--- src/rtl/uart_pkg.sv ---
// Shared UART definitions: transmitter state encodings, oversampling ratio
// and default frame geometry. The receiver imports the same package.
package uart_pkg;

  // Oversampling ratio of the shared baud tick.
  localparam int NTICK             = 16;
  localparam int DEFAULT_DATA_BITS = 8;
  localparam int DEFAULT_STOP_BITS = 1;

  // One-hot transmitter states.
  typedef enum logic [3:0] {
    ST_IDLE  = 4'b0001,
    ST_START = 4'b0010,
    ST_DATA  = 4'b0100,
    ST_STOP  = 4'b1000
  } tx_state_t;

endpackage

--- src/rtl/tx_uart.sv ---
// UART transmitter: serialises one word as start bit, DATA_BITS data bits
// (LSB first) and STOP_BITS stop bits, timed by an external 16x baud tick.
module tx_uart
  import uart_pkg::*;
#(
  parameter int DATA_BITS = DEFAULT_DATA_BITS,
  parameter int STOP_BITS = DEFAULT_STOP_BITS
) (
  input  logic                 i_clock,
  input  logic                 i_reset,
  input  logic                 i_tick,
  input  logic                 i_tx_start,
  input  logic [DATA_BITS-1:0] i_data,
  output logic                 o_tx,
  output logic                 o_tx_done,
  output logic                 o_busy
);

  localparam int TICK_W = $clog2(NTICK * STOP_BITS) + 1;
  localparam int BIT_W  = $clog2(DATA_BITS) + 1;

  // Terminal counts for a data/start bit, the whole stop period and the last data bit.
  localparam logic [TICK_W-1:0] BIT_LAST  = TICK_W'(NTICK - 1);
  localparam logic [TICK_W-1:0] STOP_LAST = TICK_W'(NTICK * STOP_BITS - 1);
  localparam logic [BIT_W-1:0]  DATA_LAST = BIT_W'(DATA_BITS - 1);

  tx_state_t            state_reg;
  logic [TICK_W-1:0]    tick_cnt_reg;
  logic [BIT_W-1:0]     bit_cnt_reg;
  logic [DATA_BITS-1:0] shift_reg;
  logic                 tx_reg;
  logic                 done_reg;
  logic [DATA_BITS-1:0] shift_next;

  // Word after dropping the bit that has just been sent.
  assign shift_next = shift_reg >> 1;

  // Frame sequencer: all state, counters and the serial line advance only on i_tick.
  always_ff @(posedge i_clock) begin
    if (!i_reset) begin
      state_reg    <= ST_IDLE;
      tick_cnt_reg <= '0;
      bit_cnt_reg  <= '0;
      shift_reg    <= '0;
      tx_reg       <= 1'b1;
      done_reg     <= 1'b0;
    end else begin
      done_reg <= 1'b0;
      case (state_reg)
        ST_IDLE: begin
          tx_reg <= 1'b1;
          // The tick is deliberately ignored in the accept cycle.
          if (i_tx_start) begin
            shift_reg    <= i_data;
            tick_cnt_reg <= '0;
            tx_reg       <= 1'b0;
            state_reg    <= ST_START;
          end
        end
        ST_START: begin
          if (i_tick) begin
            if (tick_cnt_reg == BIT_LAST) begin
              tick_cnt_reg <= '0;
              bit_cnt_reg  <= '0;
              tx_reg       <= shift_reg[0];
              state_reg    <= ST_DATA;
            end else begin
              tick_cnt_reg <= tick_cnt_reg + 1'b1;
            end
          end
        end
        ST_DATA: begin
          if (i_tick) begin
            if (tick_cnt_reg == BIT_LAST) begin
              tick_cnt_reg <= '0;
              shift_reg    <= shift_next;
              if (bit_cnt_reg == DATA_LAST) begin
                tx_reg    <= 1'b1;
                state_reg <= ST_STOP;
              end else begin
                bit_cnt_reg <= bit_cnt_reg + 1'b1;
                tx_reg      <= shift_next[0];
              end
            end else begin
              tick_cnt_reg <= tick_cnt_reg + 1'b1;
            end
          end
        end
        ST_STOP: begin
          if (i_tick) begin
            if (tick_cnt_reg == STOP_LAST) begin
              tick_cnt_reg <= '0;
              done_reg     <= 1'b1;
              state_reg    <= ST_IDLE;
            end else begin
              tick_cnt_reg <= tick_cnt_reg + 1'b1;
            end
          end
        end
        default: begin
          // Corrupted encoding: drop any partial frame and idle the line.
          state_reg    <= ST_IDLE;
          tick_cnt_reg <= '0;
          bit_cnt_reg  <= '0;
          tx_reg       <= 1'b1;
        end
      endcase
    end
  end

  assign o_tx      = tx_reg;
  assign o_tx_done = done_reg;
  assign o_busy    = (state_reg != ST_IDLE);

endmodule

--- config.mk ---
export PLATFORM = sky130hd
export DESIGN_NAME = tx_uart
export DESIGN_NICKNAME = d
export VERILOG_FILES = /design/src/rtl/uart_pkg.sv /design/src/rtl/tx_uart.sv
export SDC_FILE = /design/constraint.sdc
export NUM_CORES = 1
export LEC_CHECK = 0
export ABC_AREA = 1
export CORE_AREA = 2 2 56 58
export CTS_CLUSTER_SIZE = 8
export DETAILED_ROUTE_END_ITERATION = 10
export DIE_AREA = 0 0 58 60
export PLACE_DENSITY_LB_ADDON = 0.12
export SYNTH_ARGS = -nofsm -noshare
export SYNTH_HDL_FRONTEND = slang
export SYNTH_SLANG_ARGS = --single-unit
--- constraint.sdc ---
create_clock -name i_clock -period 1.34 [get_ports i_clock]
set_input_delay 0.268 -clock i_clock [delete_from_list [all_inputs] [get_ports i_clock]]
set_output_delay 0.268 -clock i_clock [all_outputs]
set_load 0.05 [all_outputs]
==> flow_summary.json <==
{
  "final_cells": 292,
  "regToRegEndpoint": "state_reg[1]",
  "synth_compound_area_share_pct": 9.73,
  "largest_family_of_logic_cells_by_synthesized_area": "simple AND/OR/NAND/NOR gates",
  "layout-drive-gt1-share_pct": 46.3,
  "dieWidth_um": 58,
  "critical_path.startpoint_type": "flop",
  "detail-route-antenna-nets": 0,
  "drtPass1Iterations": 4,
  "fmax_ghz": 0.635,
  "wl_per_cell_um": 15.4,
  "antenna_found_initial": 0,
  "critical_path_required_ns": 1.57,
  "clock_path_buffers": 2,
  "fill_cells": 203,
  "design.final.nets": 274,
  "arrival_ns": 1.81,
  "grt_first_pass_wirelength_um": 6580,
  "min_path_type": "reg2reg",
  "grt_pass1_vias": 1501,
  "synth_adder_area_share_pct": 1.99,
  "cts_tree": "yes",
  "postLayoutCoreUtil_pct": 75.1,
  "h_tree_level_count": 1,
  "end_kind": "flop",
  "period_minus_slack_ns": 1.58,
  "placeableCoreArea_um2": 2900,
  "syn-instance-count": 195,
  "place.detailed.hpwl_um": 2530,
  "worst-r2r-cell-count": 10,
  "timing_hold_violations_final": 0,
  "place_area_um2": 1720,
  "post-synth-top-area-fraction_pct": 36.5,
  "routed_wl_um": 4500,
  "register_to_register_path_setup_slack_ns": -0.24,
  "chipHeight_um": 60,
  "place.port_buffers": 14,
  "tritoncts_num_sinks": 23,
  "netlist_top_cells_count": "62 x sky130_fd_sc_hd__nand2_1, 30 x sky130_fd_sc_hd__nor2_1, 23 x sky130_fd_sc_hd__dfxtp_1",
  "power.density_cell_area_nw_per_um2": 2370,
  "cts_hold_repair.buffers": 0,
  "setup_viol_count_final": 23,
  "clk_pin_slew_ns": 0.14,
  "worst-slew-pin-transition_ns": 0.245,
  "grt_start_max_net_pins": 14,
  "p_leak_nw": 0.979,
  "detail_route.iter0.violations": 88,
  "global_route.usage.total_pct": 24.6,
  "floorplan.die_area_um2": 3480,
  "detail_route.drc_violations": 0,
  "worst_skew_pair.late_latency_ns": 0.34,
  "vias": 1571,
  "clk_root_buffer_cell": "sky130_fd_sc_hd__clkbuf_4",
  "synthesis.area_per_instance_um2": 6.46,
  "rows": 20,
  "fin_worst_skew_ns": 0.0141,
  "hold_path_depth": 2,
  "ios": 15,
  "timing_worst_setup_path_type": "reg2reg",
  "ys_async_sr_fraction_pct": 0,
  "synthTopCellsByArea": "sky130_fd_sc_hd__dfxtp_1 37%, sky130_fd_sc_hd__nand2_1 18%, sky130_fd_sc_hd__nor2_1 8.9%, sky130_fd_sc_hd__nand3_1 6.8%, sky130_fd_sc_hd__a21oi_1 4.4%",
  "synthXorXnorAreaFrac_pct": 0.695,
  "n_antenna_cell": 0,
  "hold-path-endpoint": "shift_reg[7]",
  "finish.instance_area_um2": 2180,
  "effective_utilization_at_floorplan_pct": 43.4,
  "yosys.cell_types.count": 23,
  "ir_worst_vdd_v": 0.00253,
  "dominant_cell_by_count_in_the_synthesized_netlist": "sky130_fd_sc_hd__nand2_1",
  "slew_violations": 0,
  "yosys_warnings": 0,
  "hold_path.startpoint": "shift_reg[7]",
  "netlist.top_cell.by_area": "sky130_fd_sc_hd__dfxtp_1",
  "timing.critical_path.fanout_max": 4,
  "grt_setup_unrepaired": "yes",
  "timing.slew.headroom_pct": 83.6,
  "detail_route.vias_per_cell": 5.38,
  "failed_checks": "setup timing",
  "portion_of_the_post_synthesis_area_used_by_sequential_elements_pct": 36.5,
  "cts_buffers": 3,
  "largest_register_ffs": 8,
  "max_cap_viol_count": 0,
  "dp_slack_ns": -0.368,
  "outcome": "finished with violations",
  "timing.final.crit_share_pct": 118,
  "muxShareOfSynthArea_pct": 0,
  "ys_dominant_reg_cell": "sky130_fd_sc_hd__dfxtp_1",
  "fin_ws_ns": -0.236,
  "place_inst": 271,
  "area_added_between_synthesis_and_finish_pct": 73.1,
  "synth_area_in_simple_gates_pct": 44.9,
  "synth_enable_flop_cells": 0,
  "grt-ovfl-total": 0,
  "synth.cell_area_um2": 1260,
  "ys_seq_elements": 23,
  "rd_place_congestion": 0.953,
  "timing.rr.start": "state_reg[0]",
  "synth_fp_nets": 209
}
timing repair:
| action | 4_1_cts | 5_1_grt |
|---|---|---|
| pin swaps | 22 | 17 |
| resized for setup | 55 | 33 |
| cloned | 2 | 0 |
| buffers inserted | 8 | 7 |
| setup endpoints to repair | 23 | 24 |
worst max-delay path by stage:
| stage | startpoint | to | slack [ns] | cells past startpoint |
|---|---|---|---|---|
| after global routing | state_reg[0] | state_reg[1] | -0.29 | 10 |
| after global placement | i_tick | state_reg[3] | -0.30 | 8 |
| after CTS | state_reg[2] | o_busy | -0.18 | 5 |
| final | state_reg[0] | state_reg[1] | -0.24 | 10 |
| after floorplan | state_reg[1] | bit_cnt_reg[0] | 0.004 | 7 |
| after detailed placement | i_tick | state_reg[1] | -0.37 | 8 |
cells in the final DEF, fill, tap and decap left out, types with 2 or more instances in the layout:
cell and n:
sky130_fd_sc_hd__buf_6 7, sky130_fd_sc_hd__nand4_1 6, sky130_fd_sc_hd__inv_2 2, sky130_fd_sc_hd__clkbuf_4 3, sky130_fd_sc_hd__a21oi_2 5, sky130_fd_sc_hd__nand3_1 8
sky130_fd_sc_hd__a21oi_1 6, sky130_fd_sc_hd__nand2_2 10, sky130_fd_sc_hd__nand3_4 4, sky130_fd_sc_hd__nor2_2 6, sky130_fd_sc_hd__dfxtp_4 3, sky130_fd_sc_hd__inv_4 2
sky130_fd_sc_hd__buf_4 39, sky130_fd_sc_hd__nand2_4 8, sky130_fd_sc_hd__o21ai_1 10, sky130_fd_sc_hd__nor2_4 7, sky130_fd_sc_hd__inv_1 8, sky130_fd_sc_hd__nand3_2 7
sky130_fd_sc_hd__dfxtp_1 15, sky130_fd_sc_hd__clkdlybuf4s50_1 11, sky130_fd_sc_hd__buf_12 5, sky130_fd_sc_hd__dfxtp_2 5, sky130_fd_sc_hd__nand2_1 48, sky130_fd_sc_hd__nor2_1 22
layer usage:
layer | wire length [um] | track usage (%)
met4 | 218 | 11.6
met2 | 2370 | 42.9
met1 | 1780 | 29.9
met5 | 0 | 0
met3 | 140 | 3.25
logic make-up after synthesis:
logic type	Yosys count
DFF	23
and+or+nand+nor	127
AOI/OAI and AO/OA	24
buffers and inverters	18
adders and majority gates	2
xor gates and xnor gates	1
area by class of cell:
type | instances | area, um2 | share of cell area (%)
timing repair buffer | 63 | 597 | 27.4
multi-input combinational | 156 | 978 | 44.9
inverter | 13 | 58.8 | 2.70
clock inverter | 1 | 5.00 | 0.229
tap | 33 | 41.3 | 1.89
clock buffer | 3 | 22.5 | 1.03
sequential | 23 | 478 | 21.9
worst max-delay path, cell delays in order, from the launching register on:
cell and delay (ns):
sky130_fd_sc_hd__dfxtp_2 0.37, sky130_fd_sc_hd__inv_2 0.13, sky130_fd_sc_hd__nand2_2 0.10, sky130_fd_sc_hd__nor2_4 0.19, sky130_fd_sc_hd__buf_4 0.15, sky130_fd_sc_hd__nand2_1 0.05, sky130_fd_sc_hd__nand2_2 0.08, sky130_fd_sc_hd__nor2_4 0.05
sky130_fd_sc_hd__buf_12 0.12, sky130_fd_sc_hd__a21oi_1 0.16, sky130_fd_sc_hd__nor2_1 0.08
through the flow:
| step | hold slack (ns) | total power [mW] | TNS, ns |
|---|---|---|---|
| 2_1_floorplan | 0.425 | 2.48 | 0 |
| 5_1_grt | 0.499 | 5.48 | -4.52 |
| 6_report | 0.478 | 5.17 | -2.77 |
| 4_1_cts | 0.479 | 4.57 | -1.19 |
| 3_3_place_gp | 0.454 | 3.33 | -4.64 |
| 3_5_place_dp | 0.461 | 3.42 | -5.35 |
where the power goes:
| group | leakage, nW | internal [mW] | total (mW) | switching (mW) |
|---|---|---|---|---|
| combinational | 0.769 | 1.69 | 3.70 | 2.01 |
| clock | 0.0177 | 0.112 | 0.362 | 0.250 |
| sequential | 0.192 | 0.926 | 1.11 | 0.183 |
(Power assumes the default switching activity.)
==> edit: new RTL, config.mk and constraints unchanged <==
Re-encode `tx_state_t` (4 states) as binary, 2 bits wide. Comments in the files are not updated.
--- a/src/rtl/uart_pkg.sv
+++ b/src/rtl/uart_pkg.sv
@@ -10,7 +10,7 @@
   // One-hot transmitter states.
-  typedef enum logic [3:0] {
-    ST_IDLE  = 4'b0001,
-    ST_START = 4'b0010,
-    ST_DATA  = 4'b0100,
-    ST_STOP  = 4'b1000
+  typedef enum logic [1:0] {
+    ST_IDLE  = 2'd0,
+    ST_START = 2'd1,
+    ST_DATA  = 2'd2,
+    ST_STOP  = 2'd3
   } tx_state_t;
Behaviour: no difference found for any inputs over 10 cycles, from zero or initial values and one cycle with i_reset low; not proved beyond that.
==> edit against the unedited design <==
- wire length shrank 15%
- sequential share of layout area shrank 2.7 points
- largest cell class unchanged
- total power shrank 0.25%
- sequential cell count shrank 2
- synthesized area shrank 4.2%
- cell count shrank 12%
- cell area grew 2.0%
- critical path depth shrank 4
- the flow still finishes with violations (negative setup slack)
- utilization grew 1.5 points
- global-route usage shrank 4.5 points
- worst setup slack lost 18 ps
==> edit: results (changes against the unedited design) <==
outcome finished, violations left; violations in the final reports negative setup slack; # setup viols final 21 (-8.7%); source of the worst register-to-register timing path state_reg[0]$_SDFFE_PN0P_; CP startpoint state_reg[1]$_SDFFE_PN0P_; largest net degree at the start of global routing 16 (+2); Worst path top cell family by delay buffers and inverters; post-synthesis xor/xnor area fraction 2.90% (+2.2 points); wire length of the first global-routing pass 5.33 mm (-19%); drt initial violations 44 (-50%); number of global-route vias before repair 1212 (-19%); adder and majority gate portion of the synthesized area 8.29% (+6.3 points); maximum vdd ir drop 2.28 mV (-9.9%); master of the slowest instance on the critical path sky130_fd_sc_hd__dfxtp_4; Slew @ Worst Pin 292 ps (+47.1 ps); worst reg2reg endpoint tick_cnt_reg[1]$_SDFFE_PN0P_; Compound-Gate Fraction of Synth Area 16.2% (+6.4 points); Worst Reg-to-Reg Cells 9 (-1); layout cell share with drive strength beyond 1 52.2% (+5.9 points); met2 Use GR 35.2% (-7.6 points); Worst Setup Slack, final -254 ps (-18.3 ps); clk_lat worst skew 320 ps (-20 ps); post-DP HPWL 2.11 mm (-17%); clock tree skew after final layout 11.8 ps (-2.30 ps); Mean Syn Cell Area 7.06 µm² (+9.3%); final routed wire length divided by cell count 14.8 µm (-3.9%); Total GRT Usage 20.0% (-4.5 points); Filler cells 174 (-14%); Hold Slack 486 ps (+7.26 ps); Final Wtd Congestion 0.825 (-13%); nets in the synthesized netlist 191 (-8.6%); leakage component of the power 0.964 nW (-1.5%); worst path arrival time 1330 ps (-480 ps); routed via count 1308 (-17%)
## edit: worst reg2reg max path, stage by stage (launching register included)
cell                      delay, ps
sky130_fd_sc_hd__dfxtp_2        380
sky130_fd_sc_hd__inv_4           50
sky130_fd_sc_hd__buf_6          120
sky130_fd_sc_hd__buf_6          110
sky130_fd_sc_hd__ha_4           170
sky130_fd_sc_hd__o21ai_4        200
sky130_fd_sc_hd__buf_6          150
sky130_fd_sc_hd__buf_12         110
sky130_fd_sc_hd__nand2_4         40
sky130_fd_sc_hd__a21oi_2        110
## edit: cell type report
type / instances / area, µm² / area share (%)
inverter: 28 / 129 / 5.80
tap: 33 / 41.3 / 1.86
timing repair buffer: 52 / 567 / 25.5
clock buffer: 4 / 26.3 / 1.18
multi-input combinational: 119 / 1030 / 46.4
sequential: 21 / 428 / 19.2
## edit: layer usage
| metal | vias to the layer above | part of all wire, % |
|---|---|---|
| met2 | 23 | 53 |
| li1 | 661 | - |
| met3 | 6 | 2.6 |
| met1 | 618 | 43 |
| met5 | - | 0 |
| met4 | 0 | 1.7 |
## edit: through the flow
stage | utilization [%] | setup WS, ps
2_1_floorplan | - | -107
3_3_place_gp | 55.8 | -265
3_5_place_dp | 55.8 | -298
4_1_cts | 63.9 | -218
5_1_grt | 76.6 | -300
6_report | 76.6 | -254
## edit: timing repair
item | 4_1_cts | 5_1_grt
pin swaps | 13 | 30
cloned | 0 | 2
endpoints found under the setup margin | 21 | 22
gates resized for setup | 51 | 72
buffers inserted | 7 | 5
## edit: power breakdown
| part | switching [mW] | leakage [nW] | internal [mW] |
|---|---|---|---|
| registers | 0.114 | 0.174 | 0.808 |
| logic | 1.99 | 0.775 | 1.92 |
| clock network | 0.214 | 0.0150 | 0.116 |
| total | 2.32 | 0.964 | 2.84 |
